**config.mk**
```make
export PLATFORM = sky130hd
export DESIGN_NAME = single_read_single_write_reg
export DESIGN_NICKNAME = d
export VERILOG_FILES = /design/src/rtl/single_read_single_write_reg.sv
export SDC_FILE = /design/constraint.sdc
export NUM_CORES = 1
export LEC_CHECK = 0
export ABC_AREA = 1
export BUFFER_PORTS_ARGS = -buffer_cell sky130_fd_sc_hd__buf_2
export CAP_MARGIN = 20
export CORE_MARGIN = 4
export CORE_UTILIZATION = 45
export DETAILED_ROUTE_END_ITERATION = 10
export GPL_ROUTABILITY_DRIVEN = 1
export PLACE_DENSITY = 0.84
export SYNTH_ARGS = -nofsm -noshare
export SYNTH_HDL_FRONTEND = slang
export SYNTH_SLANG_ARGS = --single-unit
export TNS_END_PERCENT = 50
```
**constraint.sdc**
```tcl
create_clock -name clk -period 0.8 [get_ports clk]
set_input_delay 0.16 -clock clk [delete_from_list [all_inputs] [get_ports clk]]
set_output_delay 0.16 -clock clk [all_outputs]
set_load 0.01 [all_outputs]
```
**src/rtl/single_read_single_write_reg.sv**
```systemverilog
`timescale 1ns/1ps
// ---------------------------------------------------------------------------
// single_read_single_write_reg
//
// Purpose:
//   A single width-bit storage register with one write port and one read port.
//   A write lands on the rising edge of clk when write_enable is high, and the
//   stored word appears on read_data right after that edge. Reset is
//   asynchronous and active-high. It loads RESET_VALUE immediately and takes
//   priority over any write.
//
// Parameters:
//   width       - data width in bits (1 or more), default 16
//   RESET_VALUE - value loaded into the register by reset, default 0
//
// Ports (positional order):
//   write_data   [width-1:0] in  - word to be stored
//   clk                      in  - clock, rising edge active
//   reset                    in  - asynchronous active-high reset
//   write_enable             in  - store write_data on the next rising edge
//   read_data    [width-1:0] out - current stored word
//
// Optional feature (macro WRITE_BYPASS_EN):
//   When this macro is defined, read_data shows write_data combinationally
//   while write_enable=1 and reset=0. This gives an early look at the word
//   about to be written. In the default build the macro is not defined, and
//   read_data is always the flop output with no path from the inputs.
//   Register update behaviour is the same in both builds.
// ---------------------------------------------------------------------------
module single_read_single_write_reg #(
  parameter int               width       = 16,
  parameter logic [width-1:0] RESET_VALUE = '0
) (
  input  logic [width-1:0] write_data,
  input  logic             clk,
  input  logic             reset,
  input  logic             write_enable,
  output logic [width-1:0] read_data
);

  logic [width-1:0] data_q;
  logic [width-1:0] data_d;

  // Next-state selection: take the whole incoming word when a write is
  // requested, otherwise recirculate the stored word so the register holds.
  always_comb begin
    data_d = data_q;
    if (write_enable) begin
      data_d = write_data;
    end
  end

  // Storage flop. Reset is in the sensitivity list so that it takes effect
  // at once without waiting for a clock edge. Any write at an edge where
  // reset is high is discarded.
  always_ff @(posedge clk or posedge reset) begin
    if (reset) begin
      data_q <= RESET_VALUE;
    end else begin
      data_q <= data_d;
    end
  end

`ifdef WRITE_BYPASS_EN
  // Bypass build: forward the pending write word to the read port.
  // The reset term keeps read_data at RESET_VALUE while reset is held,
  // even if a write is being requested at the same time.
  assign read_data = (write_enable && !reset) ? write_data : data_q;
`else
  // Default build: read port comes straight from the flop.
  assign read_data = data_q;
`endif

endmodule

```
==> key figures <==
Outcome
  • Status: complete, but fails checks
  • Failing checks: setup timing

Clocking
  • Clock buffer depth: 2
  • Reg clk slew, reported paths: 0.09 ns
  • Post-CTS resize count: 0
  • Root buf cell: clkbuf_4
  • Clock Latency Late Sink: 0.28 ns
  • CTS sink count: 16
  • Num CTS Buffers: 3
  • CTS tree: yes
  • H-tree depth: 1

Layout
  • Post-route cell area: 928 µm²
  • Max FFs per register: 16
  • Final Util: 69.6%
  • Antenna cell count: 0
  • Final non-filler cell total: 130
  • Commonest non-fill, non-tap cell in the layout: nand2_1
  • Filler cells: 97
  • Commonest non-fill, non-tap cells in the layout: nand2_1 (43), buf_2 (34), dfrtp_1 (16), buf_4 (9), nand2_2 (5)
  • Layout cells sized above 1: 47.0%
  • Nets: 135
  • Layout Area Growth over Synthesis: 43.2%

Synthesis
  • YS warnings: 0
  • Register area share after synthesis: 61.8%
  • Mapped cell area: 648 µm²
  • Mapped Cells: 69
  • Unique cell type count in the Yosys netlist: 7
  • Net Count, Synth: 88
  • Post-synthesis register bit count: 16
  • Syn Area/Cell: 9.39 µm²

Setup path
  • CP bufs+invs: 1
  • Crit Path Max Fanout: 2
  • Startpoint types: flip-flop
  • Top cell family by delay on the critical path: flip-flops
  • Slowest stage delay, CP: 0.40 ns
  • Critical Path, Cell by Cell: buf_2
  • Slowest CP cell: dfrtp_1
  • CP required: 0.64 ns
  • Critical path type: flip-flop to output pin
  • Crit path DAT: 0.82 ns
  • CP Capture Type: output pin

Global routing
  • Tot GR Track Use: 13.8%
  • Initial antenna violation count: 0
  • Total global routing overflow: 0
  • First-pass GRT wire length: 2100 µm
  • Largest net degree at the start of global routing: 17
  • Vias in the first global route: 534

Drt
  • DR WL met3: 46 µm
  • DR WL/cell: 10.8 µm
  • Top sig layer: met3
  • Detailed router's first-iteration violation count: 12
  • Vias per cell: 4.35
  • Met2 wire len: 796 µm
  • Drt total wl: 1410 µm
  • Met1 WL: 561 µm
  • Vias: 566
  • Drt first pass iters: 4
  • Routed Antenna Nets: 0
  • DRC Markers: 0

Floorplan
  • Initial Utilization: 48.6%
  • Die ar.: 0.00211 mm²
  • Core Box Area: 0.00133 mm²
  • Num ports: 35
  • Die X: 46.0 µm
  • Overall die height: 46.0 µm
  • # rows: 13

STA
  • Setup ws final: -0.183 ns
  • Slew HR: 86.6%
  • Crit share post-route: 123%
  • Worst-margin pin slew: 0.201 ns
  • Final Skew: 0 ns
  • FMAX: 1020 MHz
  • Crit path time final: 0.983 ns
  • Final hold violations: 0
  • Count of final setup violators: 17
  • Pins Over Slew Limit: 0
  • RSZ-0062 raised after global routing: true

Placement
  • Final GP Congestion: 0.720
  • Port Buffers: 34
  • Post-DP HPWL: 1040 µm
  • Post-placement cell area: 822 µm²
  • Cells after DPL: 117

Power and ir drop
  • Reg power frac: 51.2%
  • Clock group share of total power: 29.6%
  • PwrDens: 1920 mW/mm²
  • Int Power: 1.33 mW
  • P_sw: 0.456 mW
  • Power share of the combinational group: 19.3%
  • Sw frac: 25.5%
  • Maximum vdd ir drop: 0.975 mV
  • Leakage: 0.564 nW

Flow run
  • Maxcap violations: 0

Hold path
  • Min-delay worst type: input port to flip-flop
-- per-stage QoR --
| step | setup slack (ns) | power [mW] | hold slack (ns) | setup TNS (ns) |
|---|---|---|---|---|
| after detailed placement | 0.0907 | 1.22 | 0.174 | 0 |
| after global placement | 0.0983 | 1.22 | 0.167 | 0 |
| final | -0.183 | 1.79 | 0.0708 | -2.68 |
| after global routing | -0.209 | 1.87 | 0.0719 | -3.19 |
| after floorplan | 0.157 | 1.09 | 0.0737 | 0 |
| after CTS | -0.181 | 1.78 | 0.0679 | -2.70 |
-- repair_timing --
item	CTS	global route
endpoints found under the hold margin	16	0
hold buffers	1	0
setup buffers	6	2
endpoints found under the setup margin	16	16
pin swaps	0	0
-- cell families after synthesis --
family | count (synthesis) | share of synthesized area (%)
buffers and inverters | 5 | 8.49
flip-flops | 16 | 61.8
AND/OR/NAND/NOR | 48 | 29.7
-- per-layer routing --
metal | up-vias | GRT usage [%]
met2 | 12 | 26.1
met5 | - | 0
met4 | 0 | 6.82
li1 | 295 | -
met3 | 0 | 1.19
met1 | 259 | 15.0
-- power groups by stage --
stage               logic [mW]  clock network (mW)  registers (mW)
CTS                      0.337               0.533           0.913
finish                   0.344               0.528           0.913
global route             0.385               0.567           0.921
detailed placement       0.289                   0           0.935
floorplan                0.122                   0           0.971
global placement         0.283                   0           0.933
-- cell type report --
type | instances | area, µm² | area share, %
timing repair buffer | 45 | 268 | 28.8
sequential | 16 | 400 | 43.1
tap | 15 | 18.8 | 2.02
clock buffer | 4 | 36.3 | 3.91
inverter | 2 | 12.5 | 1.35
multi-input combinational | 48 | 193 | 20.8
-- Yosys cell counts, drive strengths merged --
master  count  area (µm²)
nand2      48         193
dfrtp      16         400
inv         2        12.5
buf         3        42.5
-- path summary, 6_finish.rpt --
check | start | endpoint | slack (ns) | cells after the start
setup / recovery | read_data[4] | read_data[4] | -0.18 | 1
hold / removal | write_data[2] | read_data[2] | 0.07 | 3
setup reg to reg | read_data[5] | read_data[5] | -0.02 | 4
hold reg to reg | read_data[0] | read_data[0] | 0.48 | 2
max in group asynchronous | reset | read_data[7] | 0.22 | 4
min in group asynchronous | reset | read_data[1] | 0.41 | 4
-- worst reg2reg max path, cell delays in order (launching register included) --
cell and delay (ns):
dfrtp_1 0.38, buf_4 0.13, buf_4 0.12, nand2_2 0.05, nand2_1 0.04
No activity file was read; power rests on OpenSTA's default activity.
